### config.mk
export PLATFORM = sky130hd
export DESIGN_NAME = alu_seq_flat
export DESIGN_NICKNAME = d
export VERILOG_FILES = /design/src/rtl/alu_seq_if.sv /design/src/rtl/alu_seq.sv /design/src/flat_wrapper.sv
export SDC_FILE = /design/constraint.sdc
export NUM_CORES = 1
export LEC_CHECK = 0
export ABC_AREA = 1
export BUFFER_PORTS_ARGS = -buffer_cell sky130_fd_sc_hd__buf_4
export CORE_ASPECT_RATIO = 0.5
export CORE_MARGIN = 1
export CORE_UTILIZATION = 60
export CTS_BUF_LIST = sky130_fd_sc_hd__clkbuf_4 sky130_fd_sc_hd__clkbuf_8
export CTS_CLUSTER_SIZE = 25
export DETAILED_ROUTE_END_ITERATION = 10
export HOLD_SLACK_MARGIN = 0.05
export PLACE_DENSITY = 0.87
export SETUP_SLACK_MARGIN = 0.1
export SLEW_MARGIN = 20
export SYNTH_ARGS = -nofsm -noshare
export SYNTH_HDL_FRONTEND = slang
export SYNTH_SLANG_ARGS = --single-unit
### constraint.sdc
create_clock -name clk -period 1.8 [get_ports clk]
set_input_delay 0.36 -clock clk [delete_from_list [all_inputs] [get_ports clk]]
set_output_delay 0.36 -clock clk [all_outputs]
set_load 0.01 [all_outputs]
### src/rtl/alu_seq_if.sv
// rtl/alu_seq_if.sv - command/result handshake bundle for alu_seq
//
// Purpose: groups the command channel (in_valid/in_ready, alu_cmd, inA, inB,
// sc_i) and the result channel (out_valid/out_ready, rslt and flags) of
// alu_seq into one interface.
// Ports (signals):
//   in_valid  1      command offered            (master -> slave)
//   in_ready  1      block can accept           (slave  -> master)
//   alu_cmd   3      operation select           (master -> slave)
//   inA, inB  WIDTH  operands                   (master -> slave)
//   sc_i      1      carry / shift-in           (master -> slave)
//   out_valid 1      result held                (slave  -> master)
//   out_ready 1      consumer takes result      (master -> slave)
//   rslt      WIDTH  result                     (slave  -> master)
//   sc_o, N, zero, V, E, G, err  1 each  flags  (slave  -> master)
interface alu_seq_if #(
  parameter int WIDTH = 8
);
  logic             in_valid;
  logic             in_ready;
  logic [2:0]       alu_cmd;
  logic [WIDTH-1:0] inA;
  logic [WIDTH-1:0] inB;
  logic             sc_i;
  logic             out_valid;
  logic             out_ready;
  logic [WIDTH-1:0] rslt;
  logic             sc_o;
  logic             N;
  logic             zero;
  logic             V;
  logic             E;
  logic             G;
  logic             err;

  modport master (
    output in_valid, alu_cmd, inA, inB, sc_i, out_ready,
    input  in_ready, out_valid, rslt, sc_o, N, zero, V, E, G, err
  );

  modport slave (
    input  in_valid, alu_cmd, inA, inB, sc_i, out_ready,
    output in_ready, out_valid, rslt, sc_o, N, zero, V, E, G, err
  );
endinterface

### src/rtl/alu_seq.sv
// rtl/alu_seq.sv - sequential ALU with iterative shifts and optional multiplier
//
// Purpose: accepts one command in IDLE, executes single-cycle ops straight
// into DONE and multi-cycle ops (shifts, multiply) through EXEC, then holds
// the registered result until the consumer takes it.
// Ports:
//   clk    1  rising-edge clock
//   rst_n  1  asynchronous active-low reset
//   bus       alu_seq_if.slave, command and result channels
// Configuration macro: ALU_MUL_EN -- when defined, cmd 111 is an iterative
// shift-add multiply; when undefined, cmd 111 returns err=1 in one cycle and
// no multiplier logic exists.
module alu_seq #(
  parameter int WIDTH = 8
) (
  input  logic     clk,
  input  logic     rst_n,
  alu_seq_if.slave bus
);

  localparam int SHW = $clog2(WIDTH);
  // counter must hold WIDTH for the multiply iteration count
  localparam int CW  = $clog2(WIDTH) + 1;

  localparam logic [2:0] OP_ADD = 3'b000;
  localparam logic [2:0] OP_SHL = 3'b001;
  localparam logic [2:0] OP_SHR = 3'b010;
  localparam logic [2:0] OP_AND = 3'b011;
  localparam logic [2:0] OP_OR  = 3'b100;
  localparam logic [2:0] OP_CMP = 3'b101;
  localparam logic [2:0] OP_NOT = 3'b110;
  localparam logic [2:0] OP_MUL = 3'b111;

  typedef enum logic [1:0] {
    S_IDLE = 2'd0,
    S_EXEC = 2'd1,
    S_DONE = 2'd2
  } state_t;

  state_t           state_q, state_d;
  logic [2:0]       cmd_q, cmd_d;
  logic [WIDTH-1:0] wrk_q, wrk_d;     // shift operand, or multiplier bits
  logic             fill_q, fill_d;   // captured sc_i for shift fill
  logic [CW-1:0]    cnt_q, cnt_d;     // remaining EXEC iterations

  logic [WIDTH-1:0] rslt_q, rslt_d;
  logic             sc_o_q, sc_o_d;
  logic             n_q, n_d;
  logic             zero_q, zero_d;
  logic             v_q, v_d;
  logic             e_q, e_d;
  logic             g_q, g_d;
  logic             err_q, err_d;

`ifdef ALU_MUL_EN
  logic [2*WIDTH-1:0] mcand_q, mcand_d;
  logic [2*WIDTH-1:0] prod_q, prod_d;
  logic [2*WIDTH-1:0] prod_next;
`endif

  // result staging: whichever branch finishes a command fills these and
  // raises load, so the flag derivation lives in one place
  logic             load;
  logic [WIDTH-1:0] res;
  logic             res_sc;
  logic             res_v;
  logic             res_e;
  logic             res_g;
  logic             res_err;

  logic [WIDTH:0]   add_sum;
  logic [WIDTH-1:0] diff;
  logic [WIDTH-1:0] shift_next;
  logic             shift_out;
  logic [SHW-1:0]   shamt;

  always_comb begin
    state_d = state_q;
    cmd_d   = cmd_q;
    wrk_d   = wrk_q;
    fill_d  = fill_q;
    cnt_d   = cnt_q;
    rslt_d  = rslt_q;
    sc_o_d  = sc_o_q;
    n_d     = n_q;
    zero_d  = zero_q;
    v_d     = v_q;
    e_d     = e_q;
    g_d     = g_q;
    err_d   = err_q;
`ifdef ALU_MUL_EN
    mcand_d   = mcand_q;
    prod_d    = prod_q;
    prod_next = prod_q + (wrk_q[0] ? mcand_q : '0);
`endif
    load    = 1'b0;
    res     = '0;
    res_sc  = 1'b0;
    res_v   = 1'b0;
    res_e   = 1'b0;
    res_g   = 1'b0;
    res_err = 1'b0;

    add_sum = {1'b0, bus.inA} + {1'b0, bus.inB} + {{WIDTH{1'b0}}, bus.sc_i};
    diff    = bus.inA - bus.inB;
    shamt   = bus.inB[SHW-1:0];

    if (cmd_q == OP_SHL) begin
      shift_next = {wrk_q[WIDTH-2:0], fill_q};
      shift_out  = wrk_q[WIDTH-1];
    end else begin
      shift_next = {fill_q, wrk_q[WIDTH-1:1]};
      shift_out  = wrk_q[0];
    end

    case (state_q)
      S_IDLE: begin
        if (bus.in_valid) begin
          cmd_d  = bus.alu_cmd;
          fill_d = bus.sc_i;
          case (bus.alu_cmd)
            OP_ADD: begin
              load    = 1'b1;
              res     = add_sum[WIDTH-1:0];
              res_sc  = add_sum[WIDTH];
              res_v   = (bus.inA[WIDTH-1] == bus.inB[WIDTH-1]) &&
                        (add_sum[WIDTH-1] != bus.inA[WIDTH-1]);
              state_d = S_DONE;
            end
            OP_SHL, OP_SHR: begin
              if (shamt == '0) begin
                load    = 1'b1;
                res     = bus.inA;
                state_d = S_DONE;
              end else begin
                wrk_d   = bus.inA;
                cnt_d   = CW'(shamt);
                state_d = S_EXEC;
              end
            end
            OP_AND: begin
              load    = 1'b1;
              res     = bus.inA & bus.inB;
              state_d = S_DONE;
            end
            OP_OR: begin
              load    = 1'b1;
              res     = bus.inA | bus.inB;
              state_d = S_DONE;
            end
            OP_CMP: begin
              load    = 1'b1;
              res     = diff;
              res_sc  = (bus.inA < bus.inB);
              res_v   = (bus.inA[WIDTH-1] != bus.inB[WIDTH-1]) &&
                        (diff[WIDTH-1] != bus.inA[WIDTH-1]);
              res_e   = (bus.inA != bus.inB);
              res_g   = (bus.inA > bus.inB);
              state_d = S_DONE;
            end
            OP_NOT: begin
              load    = 1'b1;
              res     = ~bus.inA;
              state_d = S_DONE;
            end
            default: begin
`ifdef ALU_MUL_EN
              prod_d  = '0;
              mcand_d = {{WIDTH{1'b0}}, bus.inA};
              wrk_d   = bus.inB;
              cnt_d   = CW'(WIDTH);
              state_d = S_EXEC;
`else
              load    = 1'b1;
              res_err = 1'b1;
              state_d = S_DONE;
`endif
            end
          endcase
        end
      end

      S_EXEC: begin
        cnt_d = cnt_q - CW'(1);
`ifdef ALU_MUL_EN
        if (cmd_q == OP_MUL) begin
          // one multiplier bit per cycle: add shifted multiplicand when set
          prod_d  = prod_next;
          mcand_d = mcand_q << 1;
          wrk_d   = wrk_q >> 1;
          if (cnt_q == CW'(1)) begin
            load    = 1'b1;
            res     = prod_next[WIDTH-1:0];
            res_sc  = |prod_next[2*WIDTH-1:WIDTH];
            state_d = S_DONE;
          end
        end else
`endif
        begin
          wrk_d = shift_next;
          // only the final shifted-out bit is reported, so it is taken
          // directly from the last iteration rather than stored each cycle
          if (cnt_q == CW'(1)) begin
            load    = 1'b1;
            res     = shift_next;
            res_sc  = shift_out;
            state_d = S_DONE;
          end
        end
      end

      S_DONE: begin
        if (bus.out_ready) begin
          state_d = S_IDLE;
        end
      end

      default: state_d = S_IDLE;
    endcase

    if (load) begin
      rslt_d = res;
      sc_o_d = res_sc;
      n_d    = res[WIDTH-1];
      zero_d = (res == '0);
      v_d    = res_v;
      e_d    = res_e;
      g_d    = res_g;
      err_d  = res_err;
    end
  end

  always_ff @(posedge clk or negedge rst_n) begin
    if (!rst_n) begin
      state_q <= S_IDLE;
      cmd_q   <= '0;
      wrk_q   <= '0;
      fill_q  <= 1'b0;
      cnt_q   <= '0;
      rslt_q  <= '0;
      sc_o_q  <= 1'b0;
      n_q     <= 1'b0;
      zero_q  <= 1'b0;
      v_q     <= 1'b0;
      e_q     <= 1'b0;
      g_q     <= 1'b0;
      err_q   <= 1'b0;
`ifdef ALU_MUL_EN
      mcand_q <= '0;
      prod_q  <= '0;
`endif
    end else begin
      state_q <= state_d;
      cmd_q   <= cmd_d;
      wrk_q   <= wrk_d;
      fill_q  <= fill_d;
      cnt_q   <= cnt_d;
      rslt_q  <= rslt_d;
      sc_o_q  <= sc_o_d;
      n_q     <= n_d;
      zero_q  <= zero_d;
      v_q     <= v_d;
      e_q     <= e_d;
      g_q     <= g_d;
      err_q   <= err_d;
`ifdef ALU_MUL_EN
      mcand_q <= mcand_d;
      prod_q  <= prod_d;
`endif
    end
  end

  assign bus.in_ready  = (state_q == S_IDLE);
  assign bus.out_valid = (state_q == S_DONE);
  assign bus.rslt      = rslt_q;
  assign bus.sc_o      = sc_o_q;
  assign bus.N         = n_q;
  assign bus.zero      = zero_q;
  assign bus.V         = v_q;
  assign bus.E         = e_q;
  assign bus.G         = g_q;
  assign bus.err       = err_q;

endmodule

### src/flat_wrapper.sv
// flat-port wrapper written by rule: the top's interface ports become plain ports
module alu_seq_flat 
#(
  parameter int WIDTH = 8
)
  (clk, rst_n, bus_in_valid, bus_alu_cmd, bus_inA, bus_inB, bus_sc_i, bus_out_ready, bus_in_ready, bus_out_valid, bus_rslt, bus_sc_o, bus_N, bus_zero, bus_V, bus_E, bus_G, bus_err);
  alu_seq_if #(.WIDTH(WIDTH)) bus_i ();
  input  logic clk;
  input  logic rst_n;
  input wire logic [$bits(bus_i.in_valid)-1:0] bus_in_valid;
  input wire logic [$bits(bus_i.alu_cmd)-1:0] bus_alu_cmd;
  input wire logic [$bits(bus_i.inA)-1:0] bus_inA;
  input wire logic [$bits(bus_i.inB)-1:0] bus_inB;
  input wire logic [$bits(bus_i.sc_i)-1:0] bus_sc_i;
  input wire logic [$bits(bus_i.out_ready)-1:0] bus_out_ready;
  output wire logic [$bits(bus_i.in_ready)-1:0] bus_in_ready;
  output wire logic [$bits(bus_i.out_valid)-1:0] bus_out_valid;
  output wire logic [$bits(bus_i.rslt)-1:0] bus_rslt;
  output wire logic [$bits(bus_i.sc_o)-1:0] bus_sc_o;
  output wire logic [$bits(bus_i.N)-1:0] bus_N;
  output wire logic [$bits(bus_i.zero)-1:0] bus_zero;
  output wire logic [$bits(bus_i.V)-1:0] bus_V;
  output wire logic [$bits(bus_i.E)-1:0] bus_E;
  output wire logic [$bits(bus_i.G)-1:0] bus_G;
  output wire logic [$bits(bus_i.err)-1:0] bus_err;
  assign bus_i.in_valid = bus_in_valid;
  assign bus_i.alu_cmd = bus_alu_cmd;
  assign bus_i.inA = bus_inA;
  assign bus_i.inB = bus_inB;
  assign bus_i.sc_i = bus_sc_i;
  assign bus_i.out_ready = bus_out_ready;
  assign bus_in_ready = bus_i.in_ready;
  assign bus_out_valid = bus_i.out_valid;
  assign bus_rslt = bus_i.rslt;
  assign bus_sc_o = bus_i.sc_o;
  assign bus_N = bus_i.N;
  assign bus_zero = bus_i.zero;
  assign bus_V = bus_i.V;
  assign bus_E = bus_i.E;
  assign bus_G = bus_i.G;
  assign bus_err = bus_i.err;
  alu_seq #(.WIDTH(WIDTH)) u_core (.clk(clk), .rst_n(rst_n), .bus(bus_i));
endmodule
==> metrics.md, run 1 <==
| Metric | Value |
|---|---|
| Dpl hpwl | `7870 um` |
| Status | `aborted with a tool error` |
| # IOs | `~40` |
| Largest net degree at the start of global routing | `33` |
| Compound-Gate Fraction of Synth Area | `0.112` |
| Syn Area/Cell | `6.51 um^2` |
| Max Root-Sink Buffers | `2` |
| Worst endpoint type | `register input` |
| GR repair worst EP | `u_core.bus.zero$_DFFE_PN0P_/D` |
| Fraction of the mapped netlist area in adder cells | `0.132` |
| Yosys warning count | `0` |
| Clock buffer count from CTS | `5` |
| # rows | `17` |
| Multiplexer share of the synthesized area | `0` |
| Stop stage | `5_1_grt` |
| Root Buffer | `clkbuf_8` |
| Synth Cell Area | `2930 um^2` |
| Top_reg_cell synth | `dfrtp_1` |
| Largest family of logic cells by synthesized area | `simple AND/OR/NAND/NOR gates` |
| Syn Nets | `between 500 and 600` |
| Async SR Flop Fraction | `1.00` |
| Die W | `101 um` |
| XOR/XNOR share of the synthesized area | `0.00299` |
| Seq/Total Area, Yosys | `0.273` |
| Cell taking the most area after synthesis | `dfrtp_1` |
| Quantity of I/O buffers inserted on ports | `40` |
| Post-synth EDFFs | `0` |
| GRT overflow | `241` |
| GPL Wtd Cong | `0.978` |
| Initial core utilization | `0.647` |
| Ranking of synthesized cells by area | `dfrtp_1 (27%), nand2_1 (17%), ha_1 (11%)` |
| #FFs+latches synth | `32` |
| CTS Sinks | `32` |
| Synth top area share | `0.273` |
| Die Span Y | `51.4 um` |
| H-tree depth | `2` |
| Cell variety after synth | `31` |
| Synth Instances | `450` |
| GRT Total Usage | `0.904` |
| Stop err | `[ERROR GRT-0232] Routing congestion too high. Check the congestion heatmap in the GUI.` |
| Simple-Gate Fraction of Synth Area | `0.380` |
-- cells by family after synthesis --
kind of cell,count (synthesis)
buffers and inverters,73
AOI/OAI and AO/OA,56
xor gates and xnor gates,1
and+or+nand+nor,259
DFF,32
adders and majority gates,29
-- synthesized netlist by cell type, drive strengths merged (6+ instances only) --
master  count
a31oi       6
nand3      48
ha         26
nor2       60
a21oi      13
nand2     132
nor3        6
dfrtp      32
o211ai      7
inv        62
buf         9
o21ai      20
-- layer usage --
layer | GRT overflow | GRT usage
met3 | 3 | 0.672
met2 | 151 | 1.14
met1 | 0 | 0.854
met5 | 0 | 0.253
met4 | 87 | 1.10
-- timing repair --
item / in CTS
resized for setup: 24
hold buffers: 1
setup buffers: 2
pin swaps: 19
endpoints found under the hold margin: 32
endpoints found under the setup margin: 14
-- per-stage QoR --
stage / worst slack [ns] / instances / cell area, um^2 / TNS [ns] / utilization
2_1_floorplan: -0.0612 / 450 / 2970 / -0.0750 / -
3_3_place_gp: -0.333 / 623 / 3870 / -2.07 / 0.855
3_5_place_dp: -0.371 / 623 / 3870 / -2.67 / 0.855
4_1_cts: -0.0411 / 634 / 4080 / -0.0525 / 0.899
==> run 2, diff against run 1 <==
==> config.mk (replaced) <==
export PLATFORM = sky130hd
export DESIGN_NAME = alu_seq_flat
export DESIGN_NICKNAME = d
export VERILOG_FILES = /design/src/rtl/alu_seq_if.sv /design/src/rtl/alu_seq.sv /design/src/flat_wrapper.sv
export SDC_FILE = /design/constraint.sdc
export NUM_CORES = 1
export LEC_CHECK = 0
export ABC_AREA = 1
export BUFFER_PORTS_ARGS = -buffer_cell sky130_fd_sc_hd__buf_4
export CORE_MARGIN = 1
export CORE_UTILIZATION = 40
export DETAILED_ROUTE_END_ITERATION = 10
export PLACE_DENSITY_LB_ADDON = 0.15
export SLEW_MARGIN = 20
export SYNTH_ARGS = -nofsm -noshare
export SYNTH_HDL_FRONTEND = slang
export SYNTH_SLANG_ARGS = --single-unit
==> run 2 against run 1 <==
Net effect: the flow now finishes, with violations (setup timing); area after synthesis did not move; synthesized cell count stayed put.
==> metrics.md, run 2 <==
| Metric | Value |
|---|---|
| Worst-margin pin slew | `0.683 ns` |
| Leakage power | `2.36 nW` |
| Fin crit share | `1.02` |
| Critical path arrival | `2.02 ns` |
| Slowest cell on the critical path | `fa_2` |
| Startpoint types | `input pin` |
| Synth Cell Area | `2930 um^2 (unchanged)` |
| Worst Hold Class | `input pin to async pin` |
| Worst R2R Start | `u_core.cnt_q[1]` |
| Most common cell after layout, fill and taps aside | `buf_4` |
| DRC Markers | `0` |
| Worst-path clk slew | `0.07 ns` |
| Commonest cells post-synth | `nand2_1 (131), inv_1 (62), nor2_1 (55), nand3_1 (46), dfrtp_1 (32)` |
| GRT Total Usage | `0.258` |
| Root Buffer | `clkbuf_8` |
| Vias | `between 3000 and 4000` |
| Hold Slack | `0.00505 ns` |
| Ranking of synthesized cells by area | `dfrtp_1 (27%), nand2_1 (17%), ha_1 (11%)` |
| Filler instances | `about 660` |
| Initial antenna violation count | `0` |
| First-pass GRT wire length | `~15000 um` |
| Failing checks | `setup timing` |
| Critical path cell sequence | `buf_8 > fa_2 > inv_2 > fa_2 > nor2_2 > nor2_1 > nand2_1 > nand2_1 > nand2_1 > nor2_1 > nand3_1 > nor2_1 > nand3_1 > nand2_1` |
| Largest net degree at the start of global routing | `33` |
| Cell taking the most area after synthesis | `dfrtp_1` |
| First-pass DRT Iterations | `5` |
| Max Root-Sink Buffers | `2 (unchanged)` |
| Power per Cell Area | `922 nW/um^2` |
| Tot Pwr | `3.97 mW` |
| Yosys warning count | `0 (unchanged)` |
| Final setup margin | `-0.0387 ns` |
| Dpl ws | `-0.382 ns (-0.0107 ns)` |
| Max Slew Vio Count | `0` |
| GPL Wtd Cong | `0.935 (-4.4%)` |
| Async SR Flop Fraction | `1.00 (unchanged)` |
| Syn Nets | `503 (unchanged)` |
| Register area | `about 800 um^2` |
| Fraction of layout cells with a size suffix above 1 | `0.341` |
| CP peak stage delay | `0.42 ns` |
| Cell variety after synth | `31 (unchanged)` |
| Seq/Total Area, Yosys | `0.273 (unchanged)` |
| Reg2reg path depth | `12` |
| H-tree depth | `2 (unchanged)` |
| CTS Sinks | `32 (unchanged)` |
| Avg Vias per Cell | `4.97` |
| DRT Wirelength | `9390 um` |
| ANT nets after route | `0` |
| Quantity of I/O buffers inserted on ports | `40 (unchanged)` |
| Average wire per cell in the routed design | `13.8 um` |
| RSZ-0062 raised after global routing | `yes` |
| Crit path top cell by count | `nand2_1` |
| # rows | `30 (+13)` |
| TNS Setup | `-0.0387 ns` |
| Initial core utilization | `0.422 (-0.225)` |
| Core outline area | `6940 um^2` |
| Commonest non-fill, non-tap cells in the layout | `buf_4 (132), nand2_1 (121), inv_1 (55)` |
| Util after Layout | `0.620` |
| Worst Path Class, Setup | `input pin to flop` |
| Max-cap violations | `0` |
| Die Span Y | `87.6 um (+70%)` |
| Source of the critical timing path | `bus_inA[0]` |
| Area growth syn-to-layout | `47.1%` |
| GRT overflow | `0` |
| Max FFs per register | `8` |
| CP max FO | `3` |
| Final min period | `1.84 ns` |
| Count leader, synth | `nand2_1` |
| Final setup fails | `1` |
| Synth Instances | `450 (unchanged)` |
| Final hold viol count | `0` |
| CTS tree | `done` |
| Die area | `7670 um^2` |
| Dpl hpwl | `7520 um (-4.5%)` |
| Area occupied by multi-input gates | `2010 um^2` |
| CP required | `1.98 ns` |
| Maximum clock frequency | `544 MHz` |
| Top_reg_cell synth | `dfrtp_1` |
| Status | `complete, but fails checks` |
| Diodes inserted | `0` |
| Syn Area/Cell | `6.51 um^2 (unchanged)` |
| Number of global-route vias before repair | `3217` |
| Layout Nets | `635` |
| Hold bufs inserted after CTS | `0 (-1)` |
| Worst Setup End Kind | `flop` |
| Synth top area share | `0.273 (unchanged)` |
| Most flops, register | `u_core.wrk_q` |
| #FFs+latches synth | `32 (unchanged)` |
| Clock buffer count from CTS | `5 (unchanged)` |
| Slew HR | `0.543` |
| Post-synth EDFFs | `0 (unchanged)` |
| Detailed router's first-iteration violation count | `about 200` |
| # IOs | `41 (unchanged)` |
| VDD IR-drop max | `about 290 uV` |
| Clock Latency Late Sink | `around 0.29 ns` |
| Clk_skew | `0.00863 ns` |
| Die W | `87.6 um (-13%)` |
==> run 2: per-stage QoR <==
stage,instances,cell area (um^2)
floorplan,450,2950
global placement,668,4010
detailed placement,668,4010
CTS,677,4150
global route,679,4310
finish,679,4310
==> run 2: logic make-up after synthesis <==
group	count (synthesis)	share of synthesized area
and+or+nand+nor	259	0.380
buffers and inverters	73	0.100
AOI/OAI and AO/OA	56	0.112
DFF	32	0.273
adders and majority gates	29	0.132
xor gates and xnor gates	1	0.00299
==> run 2: timing repair <==
action / in CTS / in global routing
gates resized for setup: 13 / 39
pin swaps: 16 / 20
endpoints found under the setup margin: 2 / 10
setup buffers: 1 / 3
==> run 2: where the power goes <==
part	leakage (nW)	switching, mW	total (mW)	internal, mW
sequential	0.391	0.187	1.22	1.03
combinational	1.93	1.20	2.18	0.982
clock	0.0445	0.262	0.573	0.310
==> run 2: layer usage <==
layer  vias to the layer above  part of all wire  global-route usage
li1                       1706                 -                   -
met1                      1564              0.44               0.320
met2                        88              0.50               0.460
met3                        16             0.040              0.0320
met4                         0             0.021              0.0894
met5                         -                 0                   0
==> run 2: final timing paths <==
| path | end | slack (ns) |
|---|---|---|
| setup / recovery | u_core.bus.zero | -0.04 |
| setup reg to reg | u_core.bus.zero | 0.07 |
| max in group asynchronous | u_core.bus.rslt[3] | 1.50 |
| hold / removal | u_core.cnt_q[1] | 0.005 |
| min in group clk | u_core.state_q[1] | 0.35 |
| hold reg to reg | u_core.cmd_q[1] | 0.48 |
==> run 2: area by class of cell <==
type                            count  area share
Multi-Input combinational cell    345       0.468
Timing Repair Buffer              136       0.242
Sequential cell                    32       0.186
Inverter                           62      0.0546
Tap cell                           96      0.0279
Clock buffer                        7      0.0200
Clock inverter                      1     0.00174
==> run 2: worst max-delay path, delay by kind of cell <==
family                   cells  cell delay [ns]
AND/OR/NAND/NOR             10             0.65
adder cells (fa/ha/maj)      2             0.82
buffers and inverters        2             0.19
Power figures use the tool's default switching activity.
